--- config.mk ---
export PLATFORM = sky130hd
export DESIGN_NAME = axi_mem_pattern_master
export DESIGN_NICKNAME = d
export VERILOG_FILES = /design/src/rtl/axi_mem_pattern_master.sv
export SDC_FILE = /design/constraint.sdc
export NUM_CORES = 1
export LEC_CHECK = 0
export ABC_AREA = 0
export BUFFER_PORTS_ARGS = -buffer_cell sky130_fd_sc_hd__buf_4
export CELL_PAD_IN_SITES_DETAIL_PLACEMENT = 1
export CELL_PAD_IN_SITES_GLOBAL_PLACEMENT = 2
export CORE_MARGIN = 10
export CORE_UTILIZATION = 29
export DETAILED_ROUTE_END_ITERATION = 10
export PLACE_DENSITY = 0.81
export REMOVE_ABC_BUFFERS = 1
export SLEW_MARGIN = 20
export SYNTH_ARGS = -nofsm -noshare
export SYNTH_HDL_FRONTEND = slang
export SYNTH_SLANG_ARGS = --single-unit
--- constraint.sdc ---
create_clock -name clk_i -period 5.9 [get_ports clk_i]
set_input_delay 0.295 -clock clk_i [delete_from_list [all_inputs] [get_ports clk_i]]
set_output_delay 0.295 -clock clk_i [all_outputs]
set_load 0.01 [all_outputs]
--- src/rtl/axi_mem_pattern_master.sv ---
`timescale 1ns/1ps
`default_nettype none
// ============================================================================
// Module   : axi_mem_pattern_master
// Brief    : AXI4 master that writes an address-derived pattern with INCR
//            bursts, reads it back and counts mismatching beats.
// Revision : 1.0 - initial release
// ============================================================================

package axi_mem_pattern_master_pkg;
    typedef struct packed {
        logic [3:0]  id;
        logic [31:0] addr;
        logic [7:0]  len;
        logic [2:0]  size;
        logic [1:0]  burst;
        logic        lock;
        logic [3:0]  cache;
        logic [2:0]  prot;
        logic [3:0]  qos;
        logic [3:0]  region;
        logic [5:0]  atop;
        logic [0:0]  user;
    } axi_aw_chan_t;

    typedef struct packed {
        logic [63:0] data;
        logic [7:0]  strb;
        logic        last;
        logic [0:0]  user;
    } axi_w_chan_t;

    typedef struct packed {
        logic [3:0] id;
        logic [1:0] resp;
        logic [0:0] user;
    } axi_b_chan_t;

    typedef struct packed {
        logic [3:0]  id;
        logic [31:0] addr;
        logic [7:0]  len;
        logic [2:0]  size;
        logic [1:0]  burst;
        logic        lock;
        logic [3:0]  cache;
        logic [2:0]  prot;
        logic [3:0]  qos;
        logic [3:0]  region;
        logic [0:0]  user;
    } axi_ar_chan_t;

    typedef struct packed {
        logic [3:0]  id;
        logic [63:0] data;
        logic [1:0]  resp;
        logic        last;
        logic [0:0]  user;
    } axi_r_chan_t;

    typedef struct packed {
        axi_aw_chan_t aw;
        logic         aw_valid;
        axi_w_chan_t  w;
        logic         w_valid;
        logic         b_ready;
        axi_ar_chan_t ar;
        logic         ar_valid;
        logic         r_ready;
    } axi_req_t;

    typedef struct packed {
        logic        aw_ready;
        logic        ar_ready;
        logic        w_ready;
        logic        b_valid;
        axi_b_chan_t b;
        logic        r_valid;
        axi_r_chan_t r;
    } axi_rsp_t;
endpackage

module axi_mem_pattern_master #(
    parameter int unsigned AddrWidth = 32,
    parameter int unsigned DataWidth = 64,
    parameter int unsigned IdWidth   = 4,
    parameter int unsigned UserWidth = 1,
    parameter int unsigned BurstLen  = 4,
    parameter type axi_req_t = axi_mem_pattern_master_pkg::axi_req_t,
    parameter type axi_rsp_t = axi_mem_pattern_master_pkg::axi_rsp_t
) (
    input  logic                 clk_i,
    input  logic                 rst_i,
    input  logic                 start_i,
    input  logic [AddrWidth-1:0] base_addr_i,
    input  logic [15:0]          num_bursts_i,
    output logic                 busy_o,
    output logic                 done_o,
    output logic                 error_o,
    output logic [15:0]          err_cnt_o,
    output axi_req_t             axi_req_o,
    input  axi_rsp_t             axi_rsp_i
);

    localparam int unsigned c_strb_width  = DataWidth / 8;
    localparam int unsigned c_size        = $clog2(c_strb_width);
    localparam int unsigned c_offset_bits = $clog2(BurstLen * c_strb_width);
    localparam int unsigned c_beat_width  = $clog2(BurstLen) + 1;

    localparam logic [AddrWidth-1:0]    c_burst_bytes = AddrWidth'(BurstLen * c_strb_width);
    localparam logic [AddrWidth-1:0]    c_base_mask   = ~((AddrWidth'(1) << c_offset_bits) - AddrWidth'(1));
    localparam logic [c_beat_width-1:0] c_last_beat   = c_beat_width'(BurstLen - 1);
    localparam logic [1:0]              c_resp_okay   = 2'b00;
    localparam logic [1:0]              c_burst_incr  = 2'b01;

    localparam logic [2:0] c_st_idle = 3'd0;
    localparam logic [2:0] c_st_aw   = 3'd1;
    localparam logic [2:0] c_st_w    = 3'd2;
    localparam logic [2:0] c_st_b    = 3'd3;
    localparam logic [2:0] c_st_ar   = 3'd4;
    localparam logic [2:0] c_st_r    = 3'd5;
    localparam logic [2:0] c_st_done = 3'd6;

    logic [2:0]              r_state,      w_state_nxt;
    logic [c_beat_width-1:0] r_beat,       w_beat_nxt;
    logic [15:0]             r_burst,      w_burst_nxt;
    logic [AddrWidth-1:0]    r_burst_addr, w_burst_addr_nxt;
    logic [AddrWidth-1:0]    r_base,       w_base_nxt;
    logic [15:0]             r_num_bursts, w_num_bursts_nxt;
    logic [15:0]             r_err_cnt,    w_err_cnt_nxt;
    axi_req_t                r_req,        w_req_nxt;
    logic                    r_busy;
    logic                    r_done;
    logic                    r_error;

    logic                 w_aw_hs, w_w_hs, w_b_hs, w_ar_hs, w_r_hs;
    logic [AddrWidth-1:0] w_beat_addr;
    logic                 w_b_bad, w_r_bad;
    logic [16:0]          w_burst_inc;
    logic                 w_more;
    logic [15:0]          w_err_inc;
    logic                 w_unused_rsp;

    // Handshakes are seen against the registered valids/readies we drive.
    assign w_aw_hs = r_req.aw_valid & axi_rsp_i.aw_ready;
    assign w_w_hs  = r_req.w_valid  & axi_rsp_i.w_ready;
    assign w_b_hs  = r_req.b_ready  & axi_rsp_i.b_valid;
    assign w_ar_hs = r_req.ar_valid & axi_rsp_i.ar_ready;
    assign w_r_hs  = r_req.r_ready  & axi_rsp_i.r_valid;

    assign w_beat_addr = r_burst_addr + (AddrWidth'(r_beat) << c_size);
    assign w_b_bad     = (axi_rsp_i.b.resp != c_resp_okay) || (axi_rsp_i.b.id != IdWidth'(0));
    assign w_r_bad     = (axi_rsp_i.r.data != DataWidth'(w_beat_addr))
                      || (axi_rsp_i.r.resp != c_resp_okay)
                      || (axi_rsp_i.r.last != (r_beat == c_last_beat));
    assign w_burst_inc = {1'b0, r_burst} + 17'd1;
    assign w_more      = w_burst_inc < {1'b0, r_num_bursts};
    assign w_err_inc   = (r_err_cnt == 16'hFFFF) ? r_err_cnt : r_err_cnt + 16'd1;

    assign w_unused_rsp = ^{axi_rsp_i.b.user, axi_rsp_i.r.id, axi_rsp_i.r.user};

    always_ff @(posedge clk_i) begin
        if (rst_i) begin
            r_state      <= c_st_idle;
            r_beat       <= '0;
            r_burst      <= '0;
            r_burst_addr <= '0;
            r_base       <= '0;
            r_num_bursts <= '0;
            r_err_cnt    <= '0;
            r_req        <= '0;
            r_busy       <= 1'b0;
            r_done       <= 1'b0;
            r_error      <= 1'b0;
        end else begin
            r_state      <= w_state_nxt;
            r_beat       <= w_beat_nxt;
            r_burst      <= w_burst_nxt;
            r_burst_addr <= w_burst_addr_nxt;
            r_base       <= w_base_nxt;
            r_num_bursts <= w_num_bursts_nxt;
            r_err_cnt    <= w_err_cnt_nxt;
            r_req        <= w_req_nxt;
            r_busy       <= (w_state_nxt != c_st_idle);
            r_done       <= (r_state == c_st_done);
            r_error      <= (w_err_cnt_nxt != 16'd0);
        end
    end

    always_comb begin
        w_state_nxt      = r_state;
        w_beat_nxt       = r_beat;
        w_burst_nxt      = r_burst;
        w_burst_addr_nxt = r_burst_addr;
        w_base_nxt       = r_base;
        w_num_bursts_nxt = r_num_bursts;
        w_err_cnt_nxt    = r_err_cnt;
        case (r_state)
            c_st_idle: begin
                if (start_i) begin
                    w_base_nxt       = base_addr_i & c_base_mask;
                    w_burst_addr_nxt = base_addr_i & c_base_mask;
                    w_num_bursts_nxt = num_bursts_i;
                    w_err_cnt_nxt    = '0;
                    w_burst_nxt      = '0;
                    w_beat_nxt       = '0;
                    w_state_nxt      = (num_bursts_i != 16'd0) ? c_st_aw : c_st_done;
                end
            end
            c_st_aw: begin
                if (w_aw_hs) begin
                    w_beat_nxt  = '0;
                    w_state_nxt = c_st_w;
                end
            end
            c_st_w: begin
                if (w_w_hs) begin
                    if (r_beat == c_last_beat) begin
                        w_state_nxt = c_st_b;
                    end else begin
                        w_beat_nxt = r_beat + 1'b1;
                    end
                end
            end
            c_st_b: begin
                if (w_b_hs) begin
                    if (w_b_bad) begin
                        w_err_cnt_nxt = w_err_inc;
                    end
                    if (w_more) begin
                        w_burst_nxt      = w_burst_inc[15:0];
                        w_burst_addr_nxt = r_burst_addr + c_burst_bytes;
                        w_state_nxt      = c_st_aw;
                    end else begin
                        w_burst_nxt      = '0;
                        w_burst_addr_nxt = r_base;
                        w_state_nxt      = c_st_ar;
                    end
                end
            end
            c_st_ar: begin
                if (w_ar_hs) begin
                    w_beat_nxt  = '0;
                    w_state_nxt = c_st_r;
                end
            end
            c_st_r: begin
                if (w_r_hs) begin
                    if (w_r_bad) begin
                        w_err_cnt_nxt = w_err_inc;
                    end
                    // The slave's last flag, not our beat count, closes the burst.
                    if (axi_rsp_i.r.last) begin
                        if (w_more) begin
                            w_burst_nxt      = w_burst_inc[15:0];
                            w_burst_addr_nxt = r_burst_addr + c_burst_bytes;
                            w_state_nxt      = c_st_ar;
                        end else begin
                            w_state_nxt = c_st_done;
                        end
                    end else begin
                        w_beat_nxt = r_beat + 1'b1;
                    end
                end
            end
            c_st_done: w_state_nxt = c_st_idle;
            default:   w_state_nxt = c_st_idle;
        endcase
    end

    // Request fields are derived from the next state so they leave flops.
    always_comb begin
        w_req_nxt = '0;
        if ((w_state_nxt != c_st_idle) && (w_state_nxt != c_st_done)) begin
            w_req_nxt.aw.id    = IdWidth'(0);
            w_req_nxt.aw.addr  = w_burst_addr_nxt;
            w_req_nxt.aw.len   = 8'(BurstLen - 1);
            w_req_nxt.aw.size  = 3'(c_size);
            w_req_nxt.aw.burst = c_burst_incr;
            w_req_nxt.aw.user  = UserWidth'(0);
            w_req_nxt.aw_valid = (w_state_nxt == c_st_aw);

            w_req_nxt.w.data   = DataWidth'(w_burst_addr_nxt + (AddrWidth'(w_beat_nxt) << c_size));
            w_req_nxt.w.strb   = '1;
            w_req_nxt.w.last   = (w_state_nxt == c_st_w) && (w_beat_nxt == c_last_beat);
            w_req_nxt.w.user   = UserWidth'(0);
            w_req_nxt.w_valid  = (w_state_nxt == c_st_w);

            w_req_nxt.b_ready  = (w_state_nxt == c_st_b);

            w_req_nxt.ar.id    = IdWidth'(0);
            w_req_nxt.ar.addr  = w_burst_addr_nxt;
            w_req_nxt.ar.len   = 8'(BurstLen - 1);
            w_req_nxt.ar.size  = 3'(c_size);
            w_req_nxt.ar.burst = c_burst_incr;
            w_req_nxt.ar.user  = UserWidth'(0);
            w_req_nxt.ar_valid = (w_state_nxt == c_st_ar);

            w_req_nxt.r_ready  = (w_state_nxt == c_st_r);
        end
    end

    assign axi_req_o = r_req;
    assign busy_o    = r_busy;
    assign done_o    = r_done;
    assign error_o   = r_error;
    assign err_cnt_o = r_err_cnt;

endmodule

`default_nettype wire

==> results of run 1 <==
## worst paths after layout
| kind | end | depth (start not counted) |
|---|---|---|
| setup / recovery | axi_req_o[106] | 17 |
| hold / removal | r_base[30] | 3 |
| setup reg to reg | axi_req_o[106] | 17 |
| hold reg to reg | r_base[12] | 2 |
## worst min-delay path: stages
cell and delay, ns:
buf_4 0.12, nand2_1 0.05, a21oi_1 0.05
## metrics by stage
stage / hold slack [ns] / setup slack (ns)
6_report: 0.0864 / 0.419
5_1_grt: 0.0694 / 0.0659
4_1_cts: 0.0663 / 0.191
3_5_place_dp: 0.448 / 0.223
3_3_place_gp: 0.440 / 0.321
2_1_floorplan: 0.364 / 0.480
## per-layer routing
| layer | up-vias | global-route usage | share of wire |
|---|---|---|---|
| met2 | 388 | 0.342 | 0.49 |
| met3 | 64 | 0.0455 | 0.062 |
| met4 | 0 | 0.0673 | 0.025 |
| met5 | - | 0 | 0 |
| met1 | 6176 | 0.246 | 0.43 |
| li1 | 5930 | - | - |
## sequential cells by signal, summed over array words and instances, names as in the netlist
| signal | count |
|---|---|
| axi_req_o | 69 |
| r_burst_addr | 32 |
| r_base | 27 |
| err_cnt_o | 16 |
| r_burst | 16 |
| r_num_bursts | 16 |
| r_beat | 3 |
| r_state | 3 |
| busy_o | 1 |
| done_o | 1 |
| error_o | 1 |
## cell families after synthesis
kind of cell / Yosys count / share of synthesized area
multiplexers: 23 / 0.0193
AND/OR/NAND/NOR: 674 / 0.274
AO/OA/AOI/OAI: 346 / 0.182
other: 1 / 0.000303
flip-flops: 185 / 0.299
adder cells (fa/ha/maj): 29 / 0.0305
buffers and inverters: 291 / 0.140
XOR/XNOR: 78 / 0.0552
## where the power goes
part	switching, mW	internal [mW]
clock network	0.565	0.641
logic	0.456	0.314
registers	0.0828	1.31
total	1.10	2.27
## placed cells by master (no fill, tap or decap), types with 6 or more instances in the layout
cell type,count
a22oi_1,8
o21ai_0,56
and4_1,10
xor2_1,26
a211oi_1,11
clkbuf_16,17
nor3_1,38
nor2_1,162
o22ai_1,10
mux2i_1,16
a31oi_1,15
nand4_1,32
a41oi_1,7
a21boi_0,6
nand3b_1,8
a221oi_1,9
o211ai_1,10
ha_1,27
or2_2,8
conb_1,96
a21oi_1,119
inv_1,44
and3_1,22
and2_1,17
nor4_2,9
buf_4,343
or4_1,12
dfxtp_1,185
nor2b_1,9
xnor2_1,52
a21o_1,16
nor4_1,36
inv_6,6
nand2b_1,20
nand3_1,43
nand2_1,206
or3_1,11
## timing repair
| item | CTS | global route |
|---|---|---|
| hold endpoints to repair | 0 | 0 |
| setup endpoints to repair | 0 | 8 |
| setup buffers | 0 | 0 |
| resized for setup | 0 | 2 |
## layout make-up
cell class / count / area [µm²]
Fill cell: 5169 / 27100
Clock inverter: 13 / 140
Inverter: 44 / 165
Sequential cell: 185 / 3700
Multi-Input combinational cell: 1246 / 7330
Tap cell: 539 / 674
Timing Repair Buffer: 343 / 2570
Antenna cell: 2 / 5.00
Clock buffer: 19 / 443
==> results.sh, run 1 <==
export IMPL_status="finished, final reports clean"
export IMPL_drive_gt1_frac=0.225
export IMPL_grt_pass1_wl_mm=79.5
export IMPL_crit_family="compound AO/OA/AOI/OAI gates"
export IMPL_syn_area_per_cell_um2=7.61
export IMPL_rsz0062_at_grt="no"
export IMPL_synth_edf_count=0
export IMPL_syn_inst=1627
export IMPL_placed_area_um2=14400
export IMPL_yosys_area_top_type="dfxtp_1"
export IMPL_ys_types=95
export IMPL_clock_sinks=185
export IMPL_areaGrowthSynthToFinish_pct=21.4
export IMPL_core_area_um2=42100
export IMPL_synth_ff_type="dfxtp_1"
export IMPL_finalCriticalPeriod_ns=5.48
export IMPL_via_per_inst=5.25
export IMPL_final_util=0.357
export IMPL_holdCritPathClass="input port to flip-flop"
export IMPL_crit_chain="ha_1, and3_1, and3_1, xor2_1, ha_1, a21o_1, a21o_1, a2111oi_4, a21o_2, buf_4, a211oi_1, o32a_1, a311o_1, or4_1, buf_4, or4_1, mux2_1"
export IMPL_grt_util_all_layers=0.201
export IMPL_clock_latency_ns=0.47
export IMPL_cts_hold_buf=0
export IMPL_async_flop_share=0
export IMPL_nNetsFinal=2001
export IMPL_stdcell_count=2391
export IMPL_critical_path_startpoint_type="flip-flop"
export IMPL_drt_iter0_markers=855
export IMPL_cts_tree="yes"
export IMPL_r2r_start="r_burst[0]"
export IMPL_synth_area_top_cells="dfxtp_1 (30%), buf_4 (9.3%), nand2_1 (6.3%), nor2_1 (4.9%), a21oi_1 (4.8%)"
export IMPL_io_pins=371
export IMPL_first_global_vias=13100
export IMPL_seq_area_frac_synth=0.299
export IMPL_ys_warnings_count=0
export IMPL_die_w_um=227
export IMPL_maxCapViolCount=0
export IMPL_cp_max_fo=14
export IMPL_drcViolationCount=0
export IMPL_fin_area_um2=15000
export IMPL_slew_violations=0
export IMPL_clk_pin_slew_worst_paths_ns=0.07
export IMPL_worst_slew_pin_slew_ns=1.07
export IMPL_cts_buffers=17
export IMPL_die_area_um2=51400
export IMPL_critPathCaptureType="flip-flop"
export IMPL_cts_max_level=4
export IMPL_grt_max_degree=59
export IMPL_routed_wl_mm=53.0
export IMPL_startpoint="r_burst[0]"
export IMPL_place_congestion=0.956
export IMPL_dp_hpwl_mm=41.3
export IMPL_dr_pass1_iters=5
export IMPL_rows=75
export IMPL_path_buf_inv=2
export IMPL_final_setup_skew_ns=0.00954
export IMPL_vias=12600
export IMPL_path_class="flip-flop to flip-flop"
export IMPL_finalSetupTns_ns=0
export IMPL_cp_required_ns=6.25
export IMPL_ctsRootBufferMaster="clkbuf_16"
export IMPL_r2r_slack_ns=0.42
export IMPL_ir_worst_vdd_v=0.000227
export IMPL_critPathArrivalTime_ns=5.83
export IMPL_p_leak_nw=6.32
export IMPL_ys_ff_latch=185
export IMPL_relSlewSlack=0.287
export IMPL_max_freq_ghz=0.182
export IMPL_grt_overflow_total=0
export IMPL_ant_nets=0
export IMPL_dp_cells=2357
export IMPL_netlist_area_leader_share=0.299
export IMPL_synth_commonest_cells="nand2_1 (207), dfxtp_1 (185), nor2_1 (162)"
export IMPL_initial_core_util=0.294
export IMPL_syn_area_um2=12400
export IMPL_setup_viol=0
export IMPL_crit_path_max_incr_delay_ns=0.53
export IMPL_hold_start="base_addr_i[30]"
export IMPL_power_density_nw_per_um2=224
export IMPL_yosysMostFrequentCell="nand2_1"
export IMPL_numPortBuffers=263
export IMPL_power_total_mw=3.37
export IMPL_die_y_um=227
export IMPL_grt_antenna_before_repair=2
export IMPL_wl_per_cell_um=22.2
export IMPL_cp_slowest_cell="or4_1"
export IMPL_fin_crit_sh=0.929
export IMPL_hold_violations=0
export IMPL_cts_buffer_depth=2
No activity file was read; power rests on OpenSTA's default activity.
==> inputs of run 2 (changes only) <==
Settings changed: CELL_PAD_IN_SITES_DETAIL_PLACEMENT 1 to default, CELL_PAD_IN_SITES_GLOBAL_PLACEMENT 2 to default, CORE_MARGIN 10 to 4, CORE_UTILIZATION 29 to 40, PLACE_DENSITY 0.81 to 0.65.
==> run 2 against run 1 <==
Sequential power hardly changed; non-clock buffer count decreased by 22; combinational power down 4.9%; hold slack better by 0.027 ns; critical path depth up 4; critical path type unchanged; largest cell class unchanged; setup slack got worse by 0.058 ns; cell area fell by 2.2%.
==> results.sh, run 2 (same netlist as run 1, synthesis figures left out) <==
export IMPL_finalSetupTns_ns=0
export IMPL_ant_nets=0
export IMPL_die_w_um=184
export IMPL_largest_register_ffs=69
export IMPL_dp_hpwl_mm=32.2
export IMPL_finalCriticalPeriod_ns=5.54
export IMPL_critical_path_startpoint_type="flip-flop"
export IMPL_die_y_um=184
export IMPL_initial_core_util=0.405
export IMPL_drive_gt1_frac=0.215
export IMPL_worst_slew_pin_slew_ns=1.04
export IMPL_setup_viol=0
export IMPL_crit_family="compound AO/OA/AOI/OAI gates"
export IMPL_cp_required_ns=6.28
export IMPL_p_leak_nw=6.21
export IMPL_holdCritPathClass="input port to flip-flop"
export IMPL_final_util=0.481
export IMPL_drt_iter0_markers=1212
export IMPL_clock_latency_ns=0.44
export IMPL_via_per_inst=5.54
export IMPL_nNetsFinal=1979
export IMPL_grt_overflow_total=0
export IMPL_vias=12300
export IMPL_drcViolationCount=0
export IMPL_dp_slack_ns=0.269
export IMPL_routed_wl_mm=42.6
export IMPL_io_pins=371
export IMPL_path_buf_inv=2
export IMPL_cts_hold_buf=0
export IMPL_diodes=0
export IMPL_ir_worst_vdd_v=0.000193
export IMPL_slew_violations=0
export IMPL_grt_antenna_before_repair=0
export IMPL_cts_buffer_depth=2
export IMPL_worst_slack_ns=0.361
export IMPL_power_total_mw=3.31
export IMPL_placed_area_um2=14100
export IMPL_crit_chain="ha_1, and3_2, and3_1, xor2_1, ha_1, a21o_1, a21o_1, a2111oi_4, a21o_2, a21oi_1, a221oi_1, a21oi_1, o21ai_1, buf_4, inv_1, ha_1, a21oi_1, or3_1, or2_1, nor4_2, mux2i_1"
export IMPL_rows=64
export IMPL_core_area_um2=30600
export IMPL_final_setup_skew_ns=0.0185
export IMPL_areaGrowthSynthToFinish_pct=18.8
export IMPL_die_area_um2=33800
export IMPL_relSlewSlack=0.302
export IMPL_final_cell_mix="buf_4 (319), nand2_1 (206), dfxtp_1 (185)"
export IMPL_grt_util_all_layers=0.241
export IMPL_cts_buffers=17
export IMPL_critPathArrivalTime_ns=5.91
export IMPL_cts_max_level=4
export IMPL_hold_violations=0
export IMPL_clock_sinks=185
export IMPL_max_freq_ghz=0.181
export IMPL_layout_commonest_cell="buf_4"
export IMPL_rsz0062_at_grt="no"
export IMPL_crit_path_max_incr_delay_ns=0.43
export IMPL_clk_pin_slew_worst_paths_ns=0.07
export IMPL_status="finished, final reports clean"
export IMPL_cts_setup_buffers=0
export IMPL_fin_area_um2=14700
export IMPL_first_global_vias=11700
export IMPL_grt_max_degree=59
export IMPL_grt_pass1_wl_mm=65.0
export IMPL_cts_tree="yes"
export IMPL_critPathCaptureType="flip-flop"
export IMPL_cp_max_fo=9
export IMPL_dr_pass1_iters=7
export IMPL_wl_per_cell_um=19.2
export IMPL_cp_slowest_cell="a2111oi_4"
export IMPL_fin_crit_sh=0.939
export IMPL_numPortBuffers=263
export IMPL_place_congestion=0.951
export IMPL_maxCapViolCount=0
export IMPL_power_density_nw_per_um2=225
export IMPL_ctsResizeCount=0
export IMPL_path_class="flip-flop to flip-flop"
export IMPL_ctsRootBufferMaster="clkbuf_16"
==> run 2: cell types whose count changed in the layout (fill, tap and decap cells not counted), moves of 2 or more <==
cell,delta
buf_4,-24
clkinvlp_4,+2
buf_12,+2
clkinv_2,-4
diode_2,-2
==> run 2: per-stage QoR <==
stage	hold WS, ns	std cells
after global routing	0.104	2222
after CTS	0.102	2222
after detailed placement	0.447	2192
after floorplan	0.364	1475
final	0.113	2222
after global placement	0.440	2192
==> run 2: cell type report <==
cell class	count	area [µm²]
Clock buffer	19	443
Clock inverter	11	138
Fill cell	3041	15900
Inverter	44	165
Multi-Input combinational cell	1246	7340
Sequential cell	185	3700
Tap cell	396	495
Timing Repair Buffer	321	2430
==> run 2: power breakdown <==
group | switching [mW] | total (mW) | internal (mW)
Combinational | 0.426 | 0.732 | 0.305
Clock | 0.540 | 1.18 | 0.642
Sequential | 0.0785 | 1.39 | 1.31
==> run 2: routing by layer <==
layer | track usage | share of wire
met1 | 0.322 | 0.43
met2 | 0.391 | 0.46
met3 | 0.0449 | 0.078
met4 | 0.0796 | 0.030
met5 | 0 | 0
==> run 2: final timing paths <==
path | slack [ns] | startpoint | end | cells past startpoint
setup / recovery | 0.36 | r_burst[0] | axi_req_o[111] | 21
hold / removal | 0.11 | num_bursts_i[6] | r_num_bursts[6] | 3
setup reg to reg | 0.36 | r_burst[0] | axi_req_o[111] | 21
hold reg to reg | 0.45 | r_base[31] | r_base[31] | 2
==> run 2: worst reg2reg max path: cells and delay by family (launching register included) <==
kind | cells | cell delay [ns]
mux | 1 | 0.21
simple gates | 5 | 1.72
buf+inv | 2 | 0.21
compound gates | 9 | 1.97
fa+ha+maj | 3 | 0.79
flops | 1 | 0.39
xor+xnor | 1 | 0.17
==> inputs of run 3 (changes only) <==
Settings changed: MAX_ROUTING_LAYER from default to met4.
==> run 3 against run 2 <==
Total power down 0.42%; combinational power about the same; wire length up 1.1%; first-iteration DRC count up 13%; via count up 0.83%; register-to-register slack about the same; cell count up 0.23%; hold slack worse by 0.014 ns; sequential cell count unchanged; largest cell class unchanged.
==> results.sh, run 3 (same netlist as run 1, synthesis figures left out) <==
export IMPL_place_congestion=0.947
export IMPL_first_global_vias=11900
export IMPL_power_total_mw=3.29
export IMPL_route_met3_wl_mm=3.65
export IMPL_worst_slew_pin_slew_ns=1.05
export IMPL_drt_iter0_markers=1368
export IMPL_nFillCells=3079
export IMPL_grt_max_degree=61
export IMPL_hold_violations=0
export IMPL_ir_worst_vdd_v=0.000212
export IMPL_initial_core_util=0.405
export IMPL_diodes=0
export IMPL_die_area_um2=33800
export IMPL_multi_input_area_um2=7320
export IMPL_drive_gt1_frac=0.216
export IMPL_cp_max_fo=14
export IMPL_vias=12400
export IMPL_ctsRootBufferMaster="clkbuf_16"
export IMPL_r2r_start="r_burst[2]"
export IMPL_maxCapViolCount=0
export IMPL_final_util=0.481
export IMPL_r2r_slack_ns=0.36
export IMPL_final_cell_mix="buf_4 (322), nand2_1 (206), dfxtp_1 (185)"
export IMPL_cts_max_level=4
export IMPL_startpoint="r_burst[2]"
export IMPL_routed_wl_mm=43.1
export IMPL_max_freq_ghz=0.181
export IMPL_critical_path_startpoint_type="flip-flop"
export IMPL_finalCriticalPeriod_ns=5.54
export IMPL_layout_commonest_cell="buf_4"
export IMPL_ant_nets=0
export IMPL_met1_length_mm=18.4
export IMPL_core_area_um2=30600
export IMPL_numPortBuffers=263
export IMPL_clock_latency_ns=0.46
export IMPL_power_density_nw_per_um2=224
export IMPL_dp_hpwl_mm=32.6
export IMPL_cts_setup_buffers=0
export IMPL_cts_tree="yes"
export IMPL_grt_overflow_total=0
export IMPL_ctsResizeCount=0
export IMPL_status="finished, final reports clean"
export IMPL_areaGrowthSynthToFinish_pct=18.8
export IMPL_finalSetupTns_ns=0
export IMPL_top_layer="met4"
export IMPL_cts_buffers=17
export IMPL_critPathArrivalTime_ns=5.92
export IMPL_cp_required_ns=6.29
export IMPL_wl_met2_mm=19.7
export IMPL_r2r_end="axi_req_o[105]"
export IMPL_clk_pin_slew_worst_paths_ns=0.08
export IMPL_die_w_um=184
export IMPL_cts_hold_buf=0
export IMPL_fin_crit_sh=0.938
export IMPL_final_setup_skew_ns=0.0215
export IMPL_cts_buffer_depth=2
export IMPL_setup_viol=0
export IMPL_rsz0062_at_grt="no"
export IMPL_holdWs_ns=0.0990
export IMPL_slew_violations=0
export IMPL_grt_util_all_layers=0.252
export IMPL_p_leak_nw=6.23
export IMPL_relSlewSlack=0.299
export IMPL_largest_register_ffs=69
export IMPL_die_y_um=184
export IMPL_worst_slack_ns=0.365
export IMPL_rows=64
export IMPL_dp_slack_ns=0.423
export IMPL_r2r_cells=19
export IMPL_grt_pass1_wl_mm=65.8
export IMPL_clock_sinks=185
export IMPL_path_class="flip-flop to flip-flop"
export IMPL_wl_per_cell_um=19.3
export IMPL_io_pins=371
export IMPL_critPathCaptureType="flip-flop"
export IMPL_seq_area_um2=3700
export IMPL_grt_antenna_before_repair=0
export IMPL_endpoint="axi_req_o[105]"
export IMPL_drcViolationCount=0
export IMPL_holdCritPathClass="input port to flip-flop"
export IMPL_nNetsFinal=1982
export IMPL_via_per_inst=5.57
export IMPL_dr_pass1_iters=9
run 3: worst min-delay path by stage:
stage                    startpoint               to  cells after the start
floorplan                     rst_i    err_cnt_o[10]                      1
global placement         r_base[12]       r_base[12]                      2
detailed placement       r_base[15]       r_base[15]                      2
CTS                 base_addr_i[30]       r_base[30]                      3
global route        num_bursts_i[6]  r_num_bursts[6]                      3
finish              base_addr_i[28]       r_base[28]                      3
run 3: report_power, final:
group | internal, mW | leakage, nW | switching (mW)
clock network | 0.607 | 0.281 | 0.561
logic | 0.306 | 4.44 | 0.425
registers | 1.31 | 1.51 | 0.0800
total | 2.23 | 6.23 | 1.07
run 3: critical path, stage by stage, from the launching register on:
cell	delay [ns]
dfxtp_1	0.40
nand3_1	0.18
nor2_1	0.29
nand3_1	0.30
nor3_1	0.26
xor2_1	0.22
ha_1	0.26
nand2_1	0.08
o21ai_1	0.13
a2111oi_4	0.26
a21oi_2	0.15
buf_4	0.21
buf_4	0.20
nor4_1	0.44
a311oi_1	0.09
a31o_1	0.33
or4_1	0.66
or2_1	0.45
nor4_2	0.35
mux2i_1	0.21
run 3: per-stage QoR:
stage / cells / cell area (µm²)
CTS: 2227 / 14700
floorplan: 1475 / 11200
finish: 2227 / 14700
detailed placement: 2195 / 14100
global placement: 2195 / 14100
global route: 2227 / 14700
run 3: metal layers:
| layer | track usage | vias up |
|---|---|---|
| met5 | - | - |
| li1 | - | 5893 |
| met3 | 0.0392 | 97 |
| met4 | 0.0778 | 0 |
| met1 | 0.335 | 5793 |
| met2 | 0.397 | 627 |
run 3: area by class of cell:
cell class / count / area share
Sequential cell: 185 / 0.252
Tap cell: 396 / 0.0337
Clock inverter: 13 / 0.00901
Timing Repair Buffer: 324 / 0.167
Clock buffer: 19 / 0.0301
Multi-Input combinational cell: 1246 / 0.498
Inverter: 44 / 0.0112
